**src/rtl/irq_pkg.sv**
```systemverilog
// Shared constants for the interrupt controller: register offsets inside the
// 8-byte bus window and the 2-bit route codes.
package irq_pkg;

    localparam logic [2:0] OFF_PENDING  = 3'd0;
    localparam logic [2:0] OFF_ENABLE   = 3'd1;
    localparam logic [2:0] OFF_CLEAR    = 3'd2;
    localparam logic [2:0] OFF_ROUTE_LO = 3'd3;
    localparam logic [2:0] OFF_ROUTE_HI = 3'd4;
    localparam logic [2:0] OFF_VECTOR   = 3'd5;

    localparam logic [1:0] ROUTE_L0  = 2'd0;
    localparam logic [1:0] ROUTE_L1  = 2'd1;
    localparam logic [1:0] ROUTE_L2  = 2'd2;
    localparam logic [1:0] ROUTE_OFF = 2'd3;

endpackage

```
**src/rtl/irq_prio_enc.sv**
```systemverilog
// Lowest-index-first priority encoder used to build the VECTOR register.
module irq_prio_enc (
    input  logic [7:0] req,
    output logic       valid,
    output logic [2:0] idx
);

    always_comb begin
        valid = |req;
        idx   = 3'd0;
        // Scanning downward lets the lowest set bit overwrite any higher one.
        for (int i = 7; i >= 0; i--) begin
            if (req[i]) begin
                idx = 3'(i);
            end
        end
    end

endmodule

```
**src/rtl/irq_controller.sv**
```systemverilog
// Memory-mapped interrupt controller: latches request edges, masks and routes
// them onto three cpu interrupt lines, with a registered-read bus interface.
module irq_controller
    import irq_pkg::*;
#(
    parameter logic [15:0] BASE_ADDR = 16'hFF00,
    parameter int          NUM_SRC   = 8
) (
    input  logic               clk,
    input  logic               rst,
    input  logic [NUM_SRC-1:0] irq_src,
    input  logic [15:0]        dMemIOAddress,
    input  logic [7:0]         dMemIOIn,
    input  logic               dMemIOWriteEn,
    input  logic               dMemIOReadEn,
    output logic [7:0]         irq_rdata,
    output logic               interrupt_0,
    output logic               interrupt_1,
    output logic               interrupt_2
);

    localparam logic [7:0] SRC_MASK = 8'((9'd1 << NUM_SRC) - 9'd1);

    logic [7:0]  prev_src_q, prev_src_d;
    logic [7:0]  pending_q, pending_d;
    logic [7:0]  enable_q, enable_d;
    logic [7:0]  route_lo_q, route_lo_d;
    logic [7:0]  route_hi_q, route_hi_d;
    logic [7:0]  rdata_q, rdata_d;
    logic [2:0]  int_q, int_d;

    logic [7:0]  src_ext, rise, active;
    logic [7:0]  to_l0, to_l1, to_l2;
    logic [15:0] route_all, route_mask;
    logic        in_window, wr_hit, rd_hit, vec_valid;
    logic [2:0]  offset, vec_idx;

    assign route_all = {route_hi_q, route_lo_q};
    assign in_window = (dMemIOAddress[15:3] == BASE_ADDR[15:3]);
    assign offset    = dMemIOAddress[2:0];
    assign wr_hit    = dMemIOWriteEn && in_window;
    assign rd_hit    = dMemIOReadEn && in_window;

    genvar gi;
    generate
        for (gi = 0; gi < 8; gi++) begin : g_src
            if (gi < NUM_SRC) begin : g_used
                assign src_ext[gi]           = irq_src[gi];
                assign route_mask[2*gi +: 2] = 2'b11;
            end else begin : g_unused
                assign src_ext[gi]           = 1'b0;
                assign route_mask[2*gi +: 2] = 2'b00;
            end
            assign active[gi] = pending_q[gi] & enable_q[gi] & (route_all[2*gi +: 2] != ROUTE_OFF);
            assign to_l0[gi]  = pending_q[gi] & enable_q[gi] & (route_all[2*gi +: 2] == ROUTE_L0);
            assign to_l1[gi]  = pending_q[gi] & enable_q[gi] & (route_all[2*gi +: 2] == ROUTE_L1);
            assign to_l2[gi]  = pending_q[gi] & enable_q[gi] & (route_all[2*gi +: 2] == ROUTE_L2);
        end
    endgenerate

    irq_prio_enc u_prio_enc (
        .req   (active),
        .valid (vec_valid),
        .idx   (vec_idx)
    );

    always_comb begin
        rise       = src_ext & ~prev_src_q;
        prev_src_d = src_ext;
        pending_d  = pending_q;
        enable_d   = enable_q;
        route_lo_d = route_lo_q;
        route_hi_d = route_hi_q;

        if (wr_hit) begin
            case (offset)
                OFF_ENABLE:   enable_d   = dMemIOIn & SRC_MASK;
                OFF_CLEAR:    pending_d  = pending_q & ~dMemIOIn;
                OFF_ROUTE_LO: route_lo_d = dMemIOIn & route_mask[7:0];
                OFF_ROUTE_HI: route_hi_d = dMemIOIn & route_mask[15:8];
                default:      ;
            endcase
        end
        // Applying the rise after the clear makes a same-cycle set win.
        pending_d = pending_d | rise;

        rdata_d = 8'h00;
        if (rd_hit) begin
            case (offset)
                OFF_PENDING:  rdata_d = pending_q;
                OFF_ENABLE:   rdata_d = enable_q;
                OFF_ROUTE_LO: rdata_d = route_lo_q;
                OFF_ROUTE_HI: rdata_d = route_hi_q;
                OFF_VECTOR:   rdata_d = vec_valid ? {1'b1, 4'b0000, vec_idx} : 8'h00;
                default:      rdata_d = 8'h00;
            endcase
        end

        int_d = {|to_l2, |to_l1, |to_l0};
    end

    always_ff @(posedge clk) begin
        if (rst) begin
            prev_src_q <= 8'hFF;
            pending_q  <= 8'h00;
            enable_q   <= 8'h00;
            route_lo_q <= route_mask[7:0];
            route_hi_q <= route_mask[15:8];
            rdata_q    <= 8'h00;
            int_q      <= 3'b000;
        end else begin
            prev_src_q <= prev_src_d;
            pending_q  <= pending_d;
            enable_q   <= enable_d;
            route_lo_q <= route_lo_d;
            route_hi_q <= route_hi_d;
            rdata_q    <= rdata_d;
            int_q      <= int_d;
        end
    end

    assign irq_rdata   = rdata_q;
    assign interrupt_0 = int_q[0];
    assign interrupt_1 = int_q[1];
    assign interrupt_2 = int_q[2];

endmodule

```
**config.mk**
```make
export PLATFORM = sky130hd
export DESIGN_NAME = irq_controller
export DESIGN_NICKNAME = d
export VERILOG_FILES = /design/src/rtl/irq_pkg.sv /design/src/rtl/irq_prio_enc.sv /design/src/rtl/irq_controller.sv
export SDC_FILE = /design/constraint.sdc
export NUM_CORES = 1
export LEC_CHECK = 0
export ABC_AREA = 1
export CAP_MARGIN = 15
export CORE_MARGIN = 1.5
export CORE_UTILIZATION = 25
export CTS_CLUSTER_DIAMETER = 50
export DETAILED_ROUTE_END_ITERATION = 8
export GPL_ROUTABILITY_DRIVEN = 0
export PLACE_DENSITY = 0.52
export SKIP_LAST_GASP = 1
export SYNTH_ARGS = -nofsm -noshare
export SYNTH_HDL_FRONTEND = slang
export SYNTH_SLANG_ARGS = --single-unit
```
**constraint.sdc**
```tcl
create_clock -name clk -period 1.8 [get_ports clk]
set_clock_uncertainty 0.1 [all_clocks]
set_input_delay 0.27 -clock clk [delete_from_list [all_inputs] [get_ports clk]]
set_output_delay 0.27 -clock clk [all_outputs]
set_load 0.02 [all_outputs]
```
==> flow_metrics.py, run 1 <==
metrics = {
    "run_status": {
        "status": "complete, no violations",
    },
    "yosys": {
        "synth_seq_area_share_pct": 42.8,
        "synth.distinct_cells": 28,
        "synthTopCellsByArea": "dfxtp_1 43%, nand2_1 16%, nand3_1 5.7%",
        "synth_top_area_cell": "dfxtp_1",
        "ys_ff_latch": 51,
        "synth_top_area_share_pct": 42.8,
        "synthCells": 343,
        "yosysWarningCount": 0,
        "syn-mean-instance-area_um2": 6.95,
        "syn_nets": 379,
        "syn_area_um2": 2380,
    },
    "worst_setup_path": {
        "crit_type": "in -> reg",
        "r2r_slack_ps": 380,
        "cp_common_cell": "nand2_1",
        "cp_top_family": "buffers and inverters",
        "worstSetupEndpointType": "flip-flop",
        "cp-start-kind": "input port",
        "worst_ep_arrival_time_ps": 1690,
        "critPathRequiredTime_ps": 1890,
        "path_max_fanout": 10,
        "worst_path_max_delay_cell": "clkdlybuf4s50_1",
        "cpPeakStageDelay_ps": 450,
        "path_cells": "clkdlybuf4s50_1, nand2_1, nor2_1, nand4_1, nor2_2, nand2_2, buf_12, nor2_8, inv_2, nand2_1, nand3_1",
        "worst-path-buf-inv": 3,
    },
    "floorplan": {
        "std_cell_rows": 35,
        "dieArea_um2": 10100,
        "start_util_pct": 25.8,
        "coreArea_um2": 9240,
        "die_h_um": 101,
        "die_w_um": 101,
        "ioPinCount": 47,
    },
    "pwr": {
        "p_leak_uw": 0.00152,
        "vdd_ir_drop_max_mv": 0.309,
        "powerDensity_nw_per_um2": 630,
    },
    "grt": {
        "grt_pass1_wl_mm": 11.6,
        "grt-ovfl-total": 0,
        "grt_pass1_vias": 2364,
        "grt.total_usage_pct": 14.7,
        "grt_max_degree": 25,
        "grt_antenna_before_repair": 0,
    },
    "sta": {
        "fmax_mhz": 624,
        "relSlewSlack_pct": 67.2,
        "setup_tns_ps": 0,
        "setup_violations": 0,
        "finalHoldViolCount": 0,
        "period_minus_slack_ps": 1600,
        "fin_crit_sh_pct": 89.0,
        "tightest_slew_ps": 488,
        "finalMaxSlewViolations": 0,
        "timing.hold.ws_ps": 382,
        "rsz0062_at_grt": "false",
    },
    "routing": {
        "drc_errors": 0,
        "vias_per_cell": 4.45,
        "drt_iter0_markers": 128,
        "drt-total-wl_mm": 6.83,
        "dr_total_vias": 2398,
        "wire_per_inst_um": 12.7,
        "postRouteAntennaNets": 0,
        "dr.pass1.iters": 4,
    },
    "final_layout": {
        "num-nets-final": 445,
        "utilization_pct": 35.1,
        "antenna_cells": 0,
        "final_cells": 539,
        "final_common_cell": "nand2_1",
        "drive_gt1_share_pct": 12.0,
        "areaGrowthSynthToFinish_pct": 36.1,
        "layout_common_cells": "103 x nand2_1, 51 x dfxtp_1, 46 x clkdlybuf4s50_1",
    },
    "clock_network": {
        "cts_tree": "yes",
        "root_buffer": "clkbuf_8",
        "clk-insertion-delay-late_ps": 310,
        "hold_buffers": 0,
        "cts.repair.resized": 0,
        "path_clk_slew_ps": 90,
        "cts.htree.levels": 2,
        "cts_buffers": 5,
        "cts_buffer_depth": 2,
        "cts_post_setup_buffers_inserted": 0,
        "clock_sinks": 51,
    },
    "run": {
        "maxCapViolCount": 0,
    },
    "min_path": {
        "hold_path.class": "reg -> reg",
    },
    "placement": {
        "dp.cells": 531,
        "hpwl_mm": 5.42,
        "port_buffers": 46,
    },
}
final timing paths:
| kind | startpoint | endpoint | cells past startpoint |
|---|---|---|---|
| setup / recovery | dMemIOAddress[12] | route_lo_q[5] | 11 |
| hold / removal | prev_src_q[3] | pending_q[3] | 3 |
| setup reg to reg | route_lo_q[6] | irq_rdata[7] | 8 |
| hold reg to reg | prev_src_q[3] | pending_q[3] | 3 |
kinds of logic (layout without fill, tap and decap cells):
kind of cell | after synthesis | in the layout | synth area share, %
flops | 51 | 51 | 42.8
simple gates | 207 | 207 | 39.7
buf+inv | 39 | 106 | 6.46
compound gates | 46 | 46 | 11.0
layout make-up:
| type | count | area [um^2] |
|---|---|---|
| clock buffers | 5 | 68.8 |
| clock inverters | 3 | 22.5 |
| fillers | 985 | 6000 |
| inverters | 34 | 128 |
| multi-input cells | 253 | 1210 |
| flip-flops and latches | 51 | 1020 |
| well taps | 129 | 161 |
| repair buffers | 64 | 633 |
registers in the layout (all words and copies together), names as in the netlist:
name / count
enable_q: 8
int_q: 3
irq_rdata: 8
pending_q: 8
prev_src_q: 8
route_hi_q: 8
route_lo_q: 8
layer usage:
layer	part of all wire, %	wire [um]	vias to the layer above	global-route usage (%)
met1	50	3390	1070	19.8
met5	0	0	-	0
met3	4.4	299	10	2.77
li1	-	-	1259	-
met4	1.9	133	0	5.09
met2	44	3010	59	23.4
stage by stage:
step	total power, uW	worst slack [ps]	instance area (um^2)
6_report	2040	198	3240
5_1_grt	2150	39.3	3240
4_1_cts	2070	196	3240
3_5_place_dp	1380	-131	3150
3_3_place_gp	1380	-108	3150
2_1_floorplan	1250	436	2380
cell usage after synthesis:
master      n
a21oi_1    15
o21ai_0    18
nor2_8      2
a221oi_1    1
o22ai_1     3
nor2_2      1
inv_1      28
nand3b_1    1
clkbuf_1    4
buf_6       1
nor3_2      1
a41oi_1     3
a22o_1      2
inv_2       6
nor4_1      3
nor3_1     21
or2_2       8
nand2_2     2
a31oi_1     1
nor2_4      2
nand3_2     1
a211oi_1    2
nor2_1     31
o21ai_1     1
dfxtp_1    51
nand4_1     4
nand2_1   103
nand3_1    27
tightest hold or removal path: cells and delay by family, from the launching register on:
family,cells,cell delay [ps]
flops,1,320
compound gates,1,50
buf+inv,1,30
simple gates,1,40
report_power, final:
part | switching, uW | internal [uW] | leakage [uW]
clock network | 406 | 280 | 0.0000485
registers | 15.2 | 1150 | 0.000415
logic | 87.1 | 107 | 0.00105
total | 508 | 1530 | 0.00152
Note: power is estimated with default switching activity, not from simulation.
==> inputs of run 2 (changes only) <==
--- a/config.mk
+++ b/config.mk
@@ -12,8 +12,10 @@
 export CTS_CLUSTER_DIAMETER = 50
 export DETAILED_ROUTE_END_ITERATION = 8
 export GPL_ROUTABILITY_DRIVEN = 0
-export PLACE_DENSITY = 0.52
+export PLACE_DENSITY = 0.51
 export SKIP_LAST_GASP = 1
 export SYNTH_ARGS = -nofsm -noshare
 export SYNTH_HDL_FRONTEND = slang
+export SYNTH_HIERARCHICAL = 1
 export SYNTH_SLANG_ARGS = --single-unit
+export TNS_END_PERCENT = 100
==> run 2 against run 1 <==
Worst setup slack worse by 59 ps. Synthesized cell count up 14%. Critical path depth down 1. Power up 4.9%. Critical path type is now reg -> reg. Largest cell class unchanged.
==> flow_metrics.py, run 2 <==
metrics = {
    "final_layout": {
        "layout_common_cells": "82 x nand2_1, 56 x inv_1, 50 x buf_4",
        "final_cells": 619,
        "drive_gt1_share_pct": 21.5,
        "final_common_cell": "nand2_1",
        "areaGrowthSynthToFinish_pct": 42.4,
        "fillers": 1149,
        "final_area_um2": 3740,
        "antenna_cells": 0,
        "num-nets-final": 518,
    },
    "floorplan": {
        "ioPinCount": 47,
        "start_util_pct": 25.6,
        "dieArea_um2": 11100,
        "std_cell_rows": 37,
        "die_w_um": 106,
        "die_h_um": 106,
        "coreArea_um2": 10300,
    },
    "sta": {
        "setup_violations": 0,
        "finalMaxSlewViolations": 0,
        "fmax_mhz": 602,
        "relSlewSlack_pct": 77.0,
        "period_minus_slack_ps": 1660,
        "setup_tns_ps": 0,
        "tightest_slew_ps": 343,
        "finalHoldViolCount": 0,
        "fin_crit_sh_pct": 92.2,
    },
    "grt": {
        "grt-ovfl-total": 0,
        "grt_pass1_wl_mm": 12.9,
        "grt_antenna_before_repair": 0,
        "grt_pass1_vias": 2649,
        "grt.total_usage_pct": 14.7,
        "grt_max_degree": 28,
    },
    "worst_setup_path": {
        "worstSetupEndpointType": "flip-flop",
        "cp-start-kind": "flip-flop",
        "r2r_slack_ps": 140,
        "rr_worst_depth": 10,
        "crit_type": "reg -> reg",
        "path_max_fanout": 4,
        "timing.rr.end": "irq_rdata[7]",
        "worst_ep_arrival_time_ps": 1770,
        "critPathRequiredTime_ps": 1910,
        "r2r_start": "pending_q[6]",
    },
    "yosys": {
        "syn-mean-instance-area_um2": 6.74,
        "synthCells": 390,
        "yosysWarningCount": 6,
        "yosysMostFrequentCell": "nand2_1",
        "syn_area_um2": 2630,
        "synth_common_cells": "85 x nand2_1, 56 x inv_1, 51 x dfxtp_1",
        "synth_top_area_cell": "dfxtp_1",
        "synth_seq_area_share_pct": 38.8,
        "synth_edf_count": 0,
        "syn_nets": 426,
        "synth_top_area_share_pct": 38.8,
        "ys_ff_latch": 51,
        "synth.distinct_cells": 26,
        "synth_top_flop_cell": "dfxtp_1",
        "async_flop_share_pct": 0,
        "synthTopCellsByArea": "dfxtp_1 39%, nand2_1 12%, inv_1 8.0%",
    },
    "routing": {
        "drc_errors": 0,
        "dr_total_vias": 2753,
        "dr.pass1.iters": 4,
        "drt-total-wl_mm": 7.74,
        "postRouteAntennaNets": 0,
        "drt_iter0_markers": 220,
        "vias_per_cell": 4.45,
        "wire_per_inst_um": 12.5,
    },
    "clock_network": {
        "cts_buffers": 5,
        "clk-insertion-delay-late_ps": 310,
        "cts_buffer_depth": 2,
        "cts_tree": "yes",
        "clock_sinks": 51,
        "root_buffer": "clkbuf_8",
        "cts.htree.levels": 2,
        "path_clk_slew_ps": 90,
    },
    "pwr": {
        "powerDensity_nw_per_um2": 572,
        "p_leak_uw": 0.00178,
        "vdd_ir_drop_max_mv": 0.300,
        "power.total_uw": 2140,
    },
    "min_path": {
        "hold_depth": 3,
        "hold_path.class": "reg -> reg",
        "min_to": "pending_q[3]",
        "min_from": "prev_src_q[3]",
    },
    "run": {
        "maxCapViolCount": 0,
    },
    "placement": {
        "hpwl_mm": 6.19,
        "place_area_um2": 3580,
        "dp.cells": 610,
        "port_buffers": 46,
    },
    "run_status": {
        "status": "complete, no violations",
    },
}
-- run 2: changes by cell type after synthesis, moves of 9 or more --
cell and delta:
a21oi_1 +12, inv_1 +28, nand2_1 -18, nand3_1 +9
nand4_1 +15, nor2_1 +11, nor3_1 -12
-- run 2: worst max-delay path, stage by stage, from the launching register on --
cell     delay, ps
dfxtp_1        340
nand2_2         80
a21oi_2         50
or2_4          260
nor3_4         190
nand2_1         90
nand2_2         80
nor2_4          40
buf_4          130
nor3_2         180
nor2_2          40
-- run 2: repair_timing --
| item | 4_1_cts | 5_1_grt |
|---|---|---|
| hold endpoints to repair | 0 | 0 |
| hold buffers | 0 | 0 |
| buffers inserted | 0 | 1 |
| gates resized for setup | 0 | 19 |
| endpoints found under the setup margin | 0 | 4 |
-- run 2: final cells by class --
cell class	count	area, um^2	area share (%)
Tap cell	136	170	4.54
Clock buffer	7	96.3	2.57
Sequential cell	51	1020	27.4
Multi-Input combinational cell	268	1370	36.6
Clock inverter	1	7.51	0.200
Inverter	59	221	5.91
Timing Repair Buffer	97	856	22.9
-- run 2: power breakdown --
group | leakage (uW) | internal [uW] | switching, uW
combinational | 0.00131 | 138 | 122
clock | 0.0000505 | 350 | 377
sequential | 0.000416 | 1150 | 9.02
total | 0.00178 | 1630 | 508
-- run 2: worst max path at each step --
stage / start / to / slack, ps
detailed placement: dMemIOAddress[0] / route_hi_q[5] / -100
finish: pending_q[6] / irq_rdata[7] / 140
global route: enable_q[6] / irq_rdata[1] / -0.5
floorplan: pending_q[0] / irq_rdata[2] / 290
CTS: pending_q[6] / irq_rdata[2] / 20
global placement: dMemIOAddress[0] / irq_rdata[2] / -90
-- run 2: cell families (layout without fill, tap and decap cells) --
group	count (synthesis)	in the layout	synth area share, %
AND/OR/NAND/NOR	219	219	40.2
buffers and inverters	71	164	11.2
flip-flops	51	51	38.8
AO/OA/AOI/OAI	49	49	9.85
-- run 2: stage by stage --
| stage | hold slack, ps | worst slack (ps) | utilization, % |
|---|---|---|---|
| after CTS | 389 | 22.1 | 35.8 |
| after global placement | 366 | -88.0 | 34.8 |
| after detailed placement | 372 | -101 | 34.8 |
| final | 384 | 140 | 36.4 |
| after floorplan | 277 | 289 | - |
| after global routing | 397 | -0.504 | 36.4 |
-- run 2: routing by layer --
metal  GRT usage [%]  wire length [um]
met5               0                 0
met4            5.60               182
met3            2.10               389
met2            23.9              3480
met1            19.8              3690
==> inputs of run 3 (changes only) <==
--- a/config.mk
+++ b/config.mk
@@ -12,6 +12,7 @@
 export CTS_CLUSTER_DIAMETER = 50
 export DETAILED_ROUTE_END_ITERATION = 8
 export GPL_ROUTABILITY_DRIVEN = 0
+export GPL_TIMING_DRIVEN = 0
 export PLACE_DENSITY = 0.51
 export SKIP_LAST_GASP = 1
 export SYNTH_ARGS = -nofsm -noshare
==> run 3 against run 2 <==
First-iteration DRC count decreased by 42%. Power shrank 1.4%. Worst setup slack worse by 54 ps. Clock-buffer cell count stayed put. Critical path depth increased by 1. Utilization is 3.0 points lower. Critical endpoint is now irq_rdata[1]. Die area is the same. Routed wire length decreased by 2.2%. Sequential share of layout area increased by 2.8 points.
==> flow_metrics.py, run 3 (synthesized netlist as in run 2, its figures left out) <==
metrics = {
    "worst_setup_path": {
        "cp-start-kind": "flip-flop",
        "critPathRequiredTime_ps": 1890,
        "worst_ep_arrival_time_ps": 1800,
        "path_max_fanout": 4,
        "cp_common_cell": "nand2_1",
        "cpPeakStageDelay_ps": 380,
        "cp_top_family": "simple AND/OR/NAND/NOR gates",
        "worst-path-buf-inv": 0,
        "crit_type": "reg -> reg",
        "worstSetupEndpointType": "flip-flop",
        "worst_path_max_delay_cell": "dfxtp_4",
        "path_cells": "nand2_4, a21oi_2, or2_1, nor3_2, nand2_1, nand2_2, nor2_4, nand2_1, o21ai_1, nor2_1, a21oi_1",
    },
    "floorplan": {
        "die_w_um": 106,
        "dieArea_um2": 11100,
        "start_util_pct": 25.6,
        "ioPinCount": 47,
        "std_cell_rows": 37,
        "coreArea_um2": 10300,
        "die_h_um": 106,
    },
    "routing": {
        "drt_iter0_markers": 127,
        "drc_errors": 0,
        "postRouteAntennaNets": 0,
        "dr_total_vias": 2645,
        "wire_per_inst_um": 13.0,
        "drt-total-wl_mm": 7.58,
        "vias_per_cell": 4.54,
        "dr.pass1.iters": 4,
    },
    "pwr": {
        "vdd_ir_drop_max_mv": 0.332,
        "p_leak_uw": 0.00160,
        "powerDensity_nw_per_um2": 614,
    },
    "final_layout": {
        "final_common_cell": "nand2_1",
        "fillers": 1124,
        "areaGrowthSynthToFinish_pct": 30.8,
        "num-nets-final": 481,
        "utilization_pct": 33.5,
        "final_cells": 582,
        "drive_gt1_share_pct": 15.2,
        "layout_common_cells": "82 x nand2_1, 56 x inv_1, 45 x clkdlybuf4s50_1",
        "antenna_cells": 0,
    },
    "grt": {
        "grt_antenna_before_repair": 0,
        "grt.total_usage_pct": 14.3,
        "grt_pass1_vias": 2579,
        "grt-ovfl-total": 0,
        "grt_max_degree": 16,
        "grt_pass1_wl_mm": 12.4,
    },
    "sta": {
        "fmax_mhz": 583,
        "tightest_slew_ps": 579,
        "relSlewSlack_pct": 61.2,
        "finalMaxSlewViolations": 0,
        "period_minus_slack_ps": 1710,
        "rsz0062_at_grt": "true",
        "layout_setup_ws_ps": 85.5,
        "fin_crit_sh_pct": 95.2,
        "setup_violations": 0,
        "finalHoldViolCount": 0,
    },
    "placement": {
        "dp.cells": 571,
        "hpwl_mm": 5.97,
        "port_buffers": 45,
        "place_ws_ps": -280,
    },
    "clock_network": {
        "clk-insertion-delay-late_ps": 310,
        "clock_sinks": 51,
        "hold_buffers": 0,
        "path_clk_slew_ps": 100,
        "cts_tree": "yes",
        "cts.htree.levels": 2,
        "cts_buffers": 5,
        "cts_buffer_depth": 2,
        "root_buffer": "clkbuf_8",
    },
    "min_path": {
        "hold_path.class": "in -> reg",
    },
    "run_status": {
        "status": "complete, no violations",
    },
    "run": {
        "maxCapViolCount": 0,
    },
}
==> run 3: cell types whose count changed in the layout (fill, tap and decap cells not counted), sizes merged <==
cell           before  now
clkbuf              7   12
buf                51   10
clkdlybuf4s50      46   45
==> run 3: layer usage <==
metal / track usage, % / wire [um] / vias to the layer above / part of all wire [%]
met5: 0 / 0 / - / 0
met4: 5.50 / 165 / 0 / 2.2
met3: 2.78 / 355 / 11 / 4.7
met2: 23.9 / 3480 / 76 / 46
met1: 18.0 / 3580 / 1192 / 47
li1: - / - / 1366 / -
==> run 3: area by class of cell <==
class	instances	area, um^2	share of cell area (%)
clock inverter	1	7.51	0.218
tap	136	170	4.95
timing repair buffer	48	473	13.8
inverter	59	221	6.44
multi-input combinational	268	1360	39.5
clock buffer	7	96.3	2.80
sequential	51	1040	30.2
buffer	12	73.8	2.15
==> run 3: power by group <==
part	leakage [uW]	internal, uW	total, uW	switching, uW
Combinational	0.00113	106	217	112
Clock	0.0000505	350	733	383
Sequential	0.000417	1150	1160	14.6
==> run 3: worst paths after layout <==
kind | startpoint | to | slack (ps) | cells after the start
setup / recovery | pending_q[7] | irq_rdata[1] | 90 | 11
hold / removal | dMemIOWriteEn | pending_q[7] | 330 | 4
setup reg to reg | pending_q[7] | irq_rdata[1] | 90 | 11
hold reg to reg | prev_src_q[1] | pending_q[1] | 380 | 3
==> run 3: repair_timing <==
item | in CTS | in global routing
setup buffers | 0 | 3
hold endpoints to repair | 0 | 0
resized for setup | 2 | 26
pin swaps | 0 | 9
endpoints found under the setup margin | 2 | 20
==> run 3: tightest hold or removal path, delay by kind of cell <==
kind	cells	cell delay [ps]
AO/OA/AOI/OAI	1	100
buffers and inverters	1	180
AND/OR/NAND/NOR	2	160
==> run 3: per-stage QoR <==
stage	area, um^2	total power, uW	hold slack (ps)	TNS [ps]
finish	3440	2110	326	0
global route	3440	2220	349	-113
CTS	3360	2140	323	0
detailed placement	3250	1400	374	-7350
global placement	3250	1400	367	-7050
floorplan	2630	1270	277	0
